<file path="src/rtl/mult_div_unit_if.sv">
// Handshake and result bus between the control FSM and the multiply/divide unit.
// The FSM drives the master side and the unit implements the slave side.
interface mult_div_unit_if #(
   parameter int WIDTH = 32
);
   logic             start_mult;
   logic             start_div;
   logic [WIDTH-1:0] a;
   logic [WIDTH-1:0] b;
   logic [WIDTH-1:0] hi;
   logic [WIDTH-1:0] lo;
   logic             busy;
   logic             done;
   logic             div_zero;

   modport master (
      output start_mult, start_div, a, b,
      input  hi, lo, busy, done, div_zero
   );

   modport slave (
      input  start_mult, start_div, a, b,
      output hi, lo, busy, done, div_zero
   );
endinterface

</file>
<file path="src/rtl/mult_div_unit.sv">
// Multicycle signed MULT (radix-2 Booth) / DIV (restoring, on magnitudes) unit.
// It owns the HI/LO registers and flags divide-by-zero for the control FSM.
module mult_div_unit #(
   parameter int WIDTH = 32
) (
   input logic           clock,
   input logic           reset,
   mult_div_unit_if.slave bus
);
   localparam int CW = $clog2(WIDTH + 1);

   typedef enum logic [2:0] {IDLE, MULT, DIV, FIX, DONE} state_t;

   state_t           state, state_next;
   logic [CW-1:0]    count;
   // MULT: {partial product, multiplier, q(-1)}; DIV: {remainder, quotient/dividend, unused}
   logic [2*WIDTH:0] acc;
   logic [WIDTH-1:0] op;
   logic             is_div, neg_q, neg_r;
   logic [WIDTH-1:0] hi_q, lo_q;
   logic             busy_q, done_q, div_zero_q;

   logic             load_mult, load_div, last_iter;
   logic             busy_next, done_next, div_zero_next;

   // NOTE: every signal written here gets a default first so no latch is inferred.
   always_comb begin
      state_next    = state;
      load_mult     = 1'b0;
      load_div      = 1'b0;
      div_zero_next = 1'b0;
      last_iter     = (count == CW'(WIDTH - 1));
      case (state)
         IDLE, DONE: begin
            state_next = IDLE;
            if (bus.start_mult) begin
               load_mult  = 1'b1;
               state_next = MULT;
            end else if (bus.start_div) begin
               if (bus.b != '0) begin
                  load_div   = 1'b1;
                  state_next = DIV;
               end else begin
                  div_zero_next = 1'b1;
               end
            end
         end
         MULT:    if (last_iter) state_next = FIX;
         DIV:     if (last_iter) state_next = FIX;
         FIX:     state_next = DONE;
         default: state_next = IDLE;
      endcase
      busy_next = (state_next == MULT) || (state_next == DIV) || (state_next == FIX);
      done_next = (state_next == DONE);
   end

   // The Booth add is done one bit wider so that subtracting the most negative
   // multiplicand cannot overflow before the arithmetic shift.
   logic [WIDTH:0]   upper_ext, m_ext, booth_sum;
   logic [2*WIDTH:0] mult_next;
   logic [WIDTH:0]   shifted, diff;
   logic             fits;
   logic [2*WIDTH:0] div_next;
   logic [WIDTH-1:0] a_mag, b_mag, rem_fixed, quo_fixed;

   always_comb begin
      upper_ext = {acc[2*WIDTH], acc[2*WIDTH:WIDTH+1]};
      m_ext     = {op[WIDTH-1], op};
      case (acc[1:0])
         2'b01:   booth_sum = upper_ext + m_ext;
         2'b10:   booth_sum = upper_ext - m_ext;
         default: booth_sum = upper_ext;
      endcase
      mult_next = {booth_sum, acc[WIDTH:1]};

      shifted  = {acc[2*WIDTH:WIDTH+1], acc[WIDTH]};
      diff     = shifted - {1'b0, op};
      fits     = ~diff[WIDTH];
      div_next = {(fits ? diff[WIDTH-1:0] : shifted[WIDTH-1:0]), acc[WIDTH-1:1], fits, 1'b0};

      a_mag     = bus.a[WIDTH-1] ? -bus.a : bus.a;
      b_mag     = bus.b[WIDTH-1] ? -bus.b : bus.b;
      rem_fixed = neg_r ? -acc[2*WIDTH:WIDTH+1] : acc[2*WIDTH:WIDTH+1];
      quo_fixed = neg_q ? -acc[WIDTH:1] : acc[WIDTH:1];
   end

   // NOTE: sequential state uses non-blocking assignments so every flop samples pre-edge values.
   always_ff @(posedge clock or negedge reset) begin
      if (!reset) state <= IDLE;
      else        state <= state_next;
   end

   always_ff @(posedge clock or negedge reset) begin
      if (!reset) begin
         count      <= '0;
         acc        <= '0;
         op         <= '0;
         is_div     <= 1'b0;
         neg_q      <= 1'b0;
         neg_r      <= 1'b0;
         hi_q       <= '0;
         lo_q       <= '0;
         busy_q     <= 1'b0;
         done_q     <= 1'b0;
         div_zero_q <= 1'b0;
      end else begin
         busy_q     <= busy_next;
         done_q     <= done_next;
         div_zero_q <= div_zero_next;
         if (load_mult) begin
            count  <= '0;
            acc    <= {{WIDTH{1'b0}}, bus.b, 1'b0};
            op     <= bus.a;
            is_div <= 1'b0;
         end else if (load_div) begin
            count  <= '0;
            acc    <= {{WIDTH{1'b0}}, a_mag, 1'b0};
            op     <= b_mag;
            is_div <= 1'b1;
            neg_q  <= bus.a[WIDTH-1] ^ bus.b[WIDTH-1];
            neg_r  <= bus.a[WIDTH-1];
         end else begin
            case (state)
               MULT: begin
                  acc   <= mult_next;
                  count <= count + CW'(1);
               end
               DIV: begin
                  acc   <= div_next;
                  count <= count + CW'(1);
               end
               FIX: begin
                  hi_q <= is_div ? rem_fixed : acc[2*WIDTH:WIDTH+1];
                  lo_q <= is_div ? quo_fixed : acc[WIDTH:1];
               end
               default: ;
            endcase
         end
      end
   end

   assign bus.hi       = hi_q;
   assign bus.lo       = lo_q;
   assign bus.busy     = busy_q;
   assign bus.done     = done_q;
   assign bus.div_zero = div_zero_q;
endmodule
</file>
<file path="src/flat_wrapper.sv">
// flat-port wrapper written by rule: the top's interface ports become plain ports
module mult_div_unit_flat 
#(
   parameter int WIDTH = 32
)
  (clock, reset, bus_start_mult, bus_start_div, bus_a, bus_b, bus_hi, bus_lo, bus_busy, bus_done, bus_div_zero);
  mult_div_unit_if #(.WIDTH(WIDTH)) bus_i ();
  input logic clock;
  input logic reset;
  input wire logic [$bits(bus_i.start_mult)-1:0] bus_start_mult;
  input wire logic [$bits(bus_i.start_div)-1:0] bus_start_div;
  input wire logic [$bits(bus_i.a)-1:0] bus_a;
  input wire logic [$bits(bus_i.b)-1:0] bus_b;
  output wire logic [$bits(bus_i.hi)-1:0] bus_hi;
  output wire logic [$bits(bus_i.lo)-1:0] bus_lo;
  output wire logic [$bits(bus_i.busy)-1:0] bus_busy;
  output wire logic [$bits(bus_i.done)-1:0] bus_done;
  output wire logic [$bits(bus_i.div_zero)-1:0] bus_div_zero;
  assign bus_i.start_mult = bus_start_mult;
  assign bus_i.start_div = bus_start_div;
  assign bus_i.a = bus_a;
  assign bus_i.b = bus_b;
  assign bus_hi = bus_i.hi;
  assign bus_lo = bus_i.lo;
  assign bus_busy = bus_i.busy;
  assign bus_done = bus_i.done;
  assign bus_div_zero = bus_i.div_zero;
  mult_div_unit #(.WIDTH(WIDTH)) u_core (.clock(clock), .reset(reset), .bus(bus_i));
endmodule
</file>
<file path="config.mk">
export PLATFORM = sky130hd
export DESIGN_NAME = mult_div_unit_flat
export DESIGN_NICKNAME = d
export VERILOG_FILES = /design/src/rtl/mult_div_unit_if.sv /design/src/rtl/mult_div_unit.sv /design/src/flat_wrapper.sv
export SDC_FILE = /design/constraint.sdc
export NUM_CORES = 1
export LEC_CHECK = 0
export CAP_MARGIN = 25
export CORE_ASPECT_RATIO = 0.5
export CORE_MARGIN = 4
export CORE_UTILIZATION = 29
export DETAILED_ROUTE_END_ITERATION = 8
export DONT_BUFFER_PORTS = 1
export PLACE_DENSITY = 0.43
export SYNTH_ARGS = -nofsm -noshare
export SYNTH_HDL_FRONTEND = slang
export SYNTH_SLANG_ARGS = --single-unit
</file>
<file path="constraint.sdc">
create_clock -name clock -period 3.7 [get_ports clock]
set_input_delay 0.74 -clock clock [delete_from_list [all_inputs] [get_ports clock]]
set_output_delay 0.74 -clock clock [all_outputs]
set_load 0.005 [all_outputs]
</file>
# Yosys cells after proc, flatten, opt, wreduce, memory -nomap -nowiden
# Index checks and enable logic that the tools add are counted.
# W data, S select, Z words.
[totals]
latch_bits = 0
elab_cells = 82
n_memories = 0
mem_bits_ro = 0
reg_bits = 176
ramBits = 0
output_inout_bits = 67
[op_classes]
n_mux = 33
bitwise = 4
eq_ne = 12
shifts = 0
multipliers = 0
reduce_logical = 12
add_sub_neg = 8
div_mod_pow = 0
order_cmp = 0
[ops]
columns = ["operator", "n"]
rows = [
  ["$mux W32", 9],
  ["$mux W65", 2],
  ["$pmux W65 S2", 1],
  ["$neg A32 Y32", 4],
  ["$pmux W33 S2", 1],
  ["$add A32 B32 Y33", 1],
  ["$sub A32 B32 Y33", 1],
  ["$sub A33 B32 Y33", 1],
  ["$reduce_bool A32 Y1", 1],
  ["$mux W6", 3],
  ["$eq A3 B2 Y1 const B", 4],
  ["$mux W1", 12],
  ["$mux W3", 3],
  ["$pmux W3 S3", 1],
  ["$add A6 B1 Y6 const B", 1],
  ["$eq A3 B1 Y1 const B", 2],
  ["$eq A3 B3 Y1 const B", 2],
  ["$eq A6 B5 Y1 const B", 1],
  ["$ne A5 B3 Y1 const B", 1],
  ["$reduce_and A2 Y1", 2],
  ["$reduce_bool A4 Y1", 1],
  ["$reduce_or A2 Y1", 2],
  ["$logic_not A3 Y1", 1],
  ["$not A1 Y1", 3],
  ["8 further kinds", 9],
]

# Depth between registers and ports, before layout
[logic_depth]
depth_word = 8
depth_mapped = 20
ltp_nobuf = 19

# Worst setup path after synthesis
# OpenSTA, ideal clock, no wires.
[synth_timing]
path_type = "reg2reg"
start = "register u_core.op[1]"
end = "register u_core.acc[62]"
t_arrival_ns = 3.925
stages_incl_launch_ff = 19
setup_ns = 0.143
synth_period_minus_slack_ns = 4.068
slack_ns = -0.368
cell_sequence = "dfrtp_1 > inv_1 > ha_1 > and3_1 > and3_1 > nand2_1 > nor4_1 > a31oi_1 > xnor2_1 > ha_1 > clkbuf_1 > nand4_1 > and4b_1 > a2bb2oi_1 > a31oi_1 > a31oi_1 > xnor2_1 > a222oi_1 > o211ai_1"
[synth_via]
elab_chain_len = 5
elab_cells_between_ends = 8
classes_between = "add/sub (3); mux (5)"
[synth_rtl]
columns = ["element", "line_no", "source"]
rows = [
  ["start: declaration", "mult_div_unit.sv:18", "logic [WIDTH-1:0] op;"],
  ["start signal: assignment", "mult_div_unit.sv:113", "op <= bus.a;"],
  ["start signal: assignment", "mult_div_unit.sv:118", "op <= b_mag;"],
  ["$sub A32 B32 Y33 (tied with other cells)", "mult_div_unit.sv:71", "2'b10: booth_sum = upper_ext - m_ext;"],
  ["$pmux W33 S2 / $mux W32 (equally long branches)", "mult_div_unit.sv:69, mult_div_unit.sv:79", ""],
  ["$pmux W65 S2 (*)", "mult_div_unit.sv:123", "case (state)"],
  ["$mux W65 (*)", "mult_div_unit.sv:115", "end else if (load_div) begin"],
  ["$mux W65 (*)", "mult_div_unit.sv:110", "if (load_mult) begin"],
  ["end signal: assignment", "mult_div_unit.sv:112", "acc <= {{WIDTH{1'b0}}, bus.b, 1'b0};"],
  ["end signal: assignment", "mult_div_unit.sv:117", "acc <= {{WIDTH{1'b0}}, a_mag, 1'b0};"],
  ["end signal: assignment", "mult_div_unit.sv:125", "acc <= mult_next;"],
  ["end: declaration", "mult_div_unit.sv:17", "logic [2*WIDTH:0] acc;"],
]
# Mark *: on every way between the ends. The rest lies on a longest branch, timed or not.
# A chain may end at the register's enable or synchronous reset.

# Worst setup path in the final report
[layout_timing]
start = "register u_core.op[7]"
end = "register u_core.acc[60]"
# The elaborated chain is that of the path after synthesis.

==> impl_results.md <==
- Worst vdd rail ir drop: 0.476 mV
- DRC errors left: 0
- Clk sinks: 176
- Simple-gate share of the synthesized area: 17.7%
- Top_reg_cell synth: dfrtp_1
- Slowest cell delay on critical path: 410 ps
- Drt pass-1 iters: 5
- Seq/Total Area, Yosys: 30.1%
- Proportion of synthesized area in mux cells: 2.01%
- Die height: 167 um
- GRT Util Overall: 21.1%
- Largest net degree at the start of global routing: 177
- Post-synthesis compound-gate area fraction: 26.5%
- Final ANT Viol Nets: 0
- Fin nets: 2142
- Synth top area share: 30.1%
- Die area: 54300 um2
- Fin crit period: 4020 ps
- Worst Slack Setup Final: -322 ps
- Crit-path cells: nor4_4 -> and2_4 -> and3_4 -> nand2_4 -> buf_6 -> nor4_4 -> buf_4 -> a31oi_4 -> xnor2_1 -> ha_1 -> nand4_1 -> and4b_1 -> a2bb2oi_2 -> a31oi_1 -> buf_4 -> buf_4 -> xor2_1 -> a222oi_1 -> o211ai_1
- Fill cells: 5126
- DRT iter0 DRCs: 1268
- Yosys warns: 0
- Vias in the first global route: 13600
- Slowest CP cell: dfrtp_1
- Status: complete, but fails checks
- WP data arrival: 4360 ps
- Die X: 326 um
- Design Area, Final: 18100 um2
- Critical Path Source Type: register
- Post-synthesis xor/xnor area fraction: 12.4%
- Power per cell area: 1180 nW/um2
- WS Path Type: register to register
- Clk buf depth: 2
- Post-synth top cells: nand2_1, o21ai_0, dfrtp_1
- Endpoints failing hold: 0
- Largest family of logic cells by synthesized area: compound AO/OA/AOI/OAI gates
- Post-synth ARST share: 100%
- Synth cell types: 77
- Synth Cell Area: 14600 um2
- Area growth, synth to finish: 24.0%
- Fin cells: 2662
- Clock root buffer: clkbuf_16
- Count of boundary I/O pins: 135
- Worst-Skew Late Latency: 470 ps
- Setup violations, final: 12
- Worst-path clk slew: 80 ps
- Worst Hold Class: primary input to asynchronous set/reset pin
- Top-count cell post-synth: nand2_1
- Final period utilization: 109%
- Max Clk Rate: 0.249 GHz
- Failing checks: negative setup slack
- CTS tree: done
- Post-Syn Nets: 1985
- Layout cells sized above 1: 18.7%
- Max-slew violations: 0
- Post-Synth Adder-Cell Area: 6.43%
- WP buf/inv: 4
- H-Tree Depth: 4
- Initial antenna violation count: 1
- Yosys reg bits: 176
- Final HPWL from detailed placement: 44900 um
- # diodes: 0
- Post-DR wirelength/cell: 22.0 um
- GP Congestion: 0.870
- Synth area leader: dfrtp_1
- Clock skew: 13.8 ps
- EDFF count, synth: 0
- CTS buffer count: 17
- Synth Area per Inst: 7.94 um2
- DR vias: 14300
- Post-Route WL: 58600 um
- Port Buffer Count: 0
- Core box area: 49200 um2
- CP delay by family, top: simple AND/OR/NAND/NOR gates
- Worst Max-Slew Pin Slew: 946 ps
- Top post-synthesis cells by area: dfrtp_1, xnor2_1, o21ai_0
- Setup crit end kind: register
- Syn Inst Count: 1843
- R2R Setup Slk: -320 ps
- Placed cells: 2599
- First-pass GRT wire length: 88300 um
- Site Rows: 57
- Initial Util: 29.7%
- DP Worst Slack: -457 ps
- Max-cap viol count: 0
- Routed vias/inst: 5.36
- Worst Path Max Fanout: 4
- Gr ovfl total: 0
- Cell mode on critical path: buf_4
- Static Leak: 0.00771 uW
- Max_slew headroom: 36.9%
- Placement Cell Area: 16800 um2
- CP required: 4040 ps
- RSZ-0062 raised after global routing: true
-- power breakdown --
group	switching [uW]	internal, uW	leakage, uW
Clock	976	920	0.000285
Combinational	8610	7020	0.00520
Sequential	1010	2780	0.00223
Total	10600	10700	0.00771
-- layer usage --
layer / vias up / track usage, % / wire (um)
met2: 368 / 31.5 / 25100
met3: 39 / 3.74 / 3350
met5: - / 0 / 0
li1: 6971 / - / -
met1: 6895 / 31.7 / 29500
met4: 0 / 4.01 / 636
-- flip-flops by register name, summed over array words and instances, names as in the netlist --
| register | flops |
|---|---|
| u_core.count | 6 |
| u_core.state | 3 |
| u_core.is_div | 1 |
| u_core.bus.div_zero | 1 |
| u_core.bus.lo | 32 |
| u_core.bus.done | 1 |
| u_core.neg_r | 1 |
| u_core.op | 32 |
| u_core.acc | 65 |
| u_core.bus.hi | 32 |
| u_core.neg_q | 1 |
| u_core.bus.busy | 1 |
-- path summary, 6_finish.rpt --
path | start | endpoint | cells past startpoint
max in group asynchronous | reset | u_core.acc[47]$_DFFE_PN0P_ | 1
hold / removal | reset | u_core.bus.lo[14]$_DFFE_PN0P_ | 1
min in group clock | bus_a[23] | u_core.op[23]$_DFFE_PN0P_ | 2
setup reg to reg | u_core.op[7]$_DFFE_PN0P_ | u_core.acc[60]$_DFFE_PN0P_ | 19
hold reg to reg | u_core.neg_r$_DFFE_PN0P_ | u_core.neg_r$_DFFE_PN0P_ | 2
setup / recovery | u_core.op[7]$_DFFE_PN0P_ | u_core.acc[60]$_DFFE_PN0P_ | 19
-- metrics by stage --
step                hold WS [ps]  TNS, ps  total power, uW  utilization (%)
finish                       172    -2550            21300             36.9
global route                 180    -5760            23000             36.9
CTS                        -68.3    -1550            20500             36.0
detailed placement           451    -3430            18000             34.1
global placement             451    -2600            18000             34.1
floorplan                    444    -42.8            12400                -
-- cell families (layout without fill, tap and decap cells) --
kind of cell | Yosys count | in the layout
adder cells (fa/ha/maj) | 74 | 74
multiplexers | 29 | 29
buffers and inverters | 181 | 351
flip-flops | 176 | 176
AO/OA/AOI/OAI | 613 | 613
AND/OR/NAND/NOR | 563 | 563
XOR/XNOR | 207 | 207
-- what timing repair did --
action / in CTS / in global routing
hold endpoints to repair: 176 / 85
pin swaps: 28 / 46
endpoints found under the setup margin: 32 / 21
setup buffers: 18 / 12
resized for setup: 52 / 64
-- final cells by class --
type | count | area, um2 | share of cell area, %
Clock buffer | 19 | 443 | 2.44
Clock inverter | 13 | 136 | 0.752
Inverter | 74 | 282 | 1.55
Multi-Input combinational cell | 1486 | 10000 | 55.2
Sequential cell | 176 | 4400 | 24.3
Tap cell | 649 | 812 | 4.48
Timing Repair Buffer | 245 | 2050 | 11.3
-- cell usage in the layout (no fill, tap or decap), types with 11 or more instances in the layout --
| master | instances |
|---|---|
| nand2_1 | 260 |
| buf_4 | 219 |
| o21ai_0 | 181 |
| dfrtp_1 | 176 |
| a21oi_1 | 131 |
| xnor2_1 | 129 |
| nor2_1 | 117 |
| xor2_1 | 72 |
| inv_1 | 69 |
| ha_1 | 68 |
| nor3_1 | 38 |
| a22oi_1 | 36 |
| o31ai_1 | 28 |
| mux2i_1 | 26 |
| a21o_1 | 26 |
| o221ai_1 | 24 |
| o21ai_1 | 20 |
| nand2b_1 | 18 |
| nand3_1 | 18 |
| a31oi_1 | 17 |
| a311oi_1 | 17 |
| clkbuf_16 | 17 |
| nor4_1 | 16 |
| buf_6 | 15 |
| o41ai_1 | 14 |
| a211oi_1 | 13 |
| o21a_1 | 12 |
| o21bai_1 | 11 |
-- worst reg2reg max path: cells and delay by family, from the launching register on --
family | cells | cell delay [ps]
AO/OA/AOI/OAI | 5 | 820
buffers and inverters | 4 | 580
flip-flops | 1 | 410
AND/OR/NAND/NOR | 7 | 1440
adder cells (fa/ha/maj) | 1 | 340
XOR/XNOR | 2 | 280
Note: power is estimated with default switching activity, not from simulation.
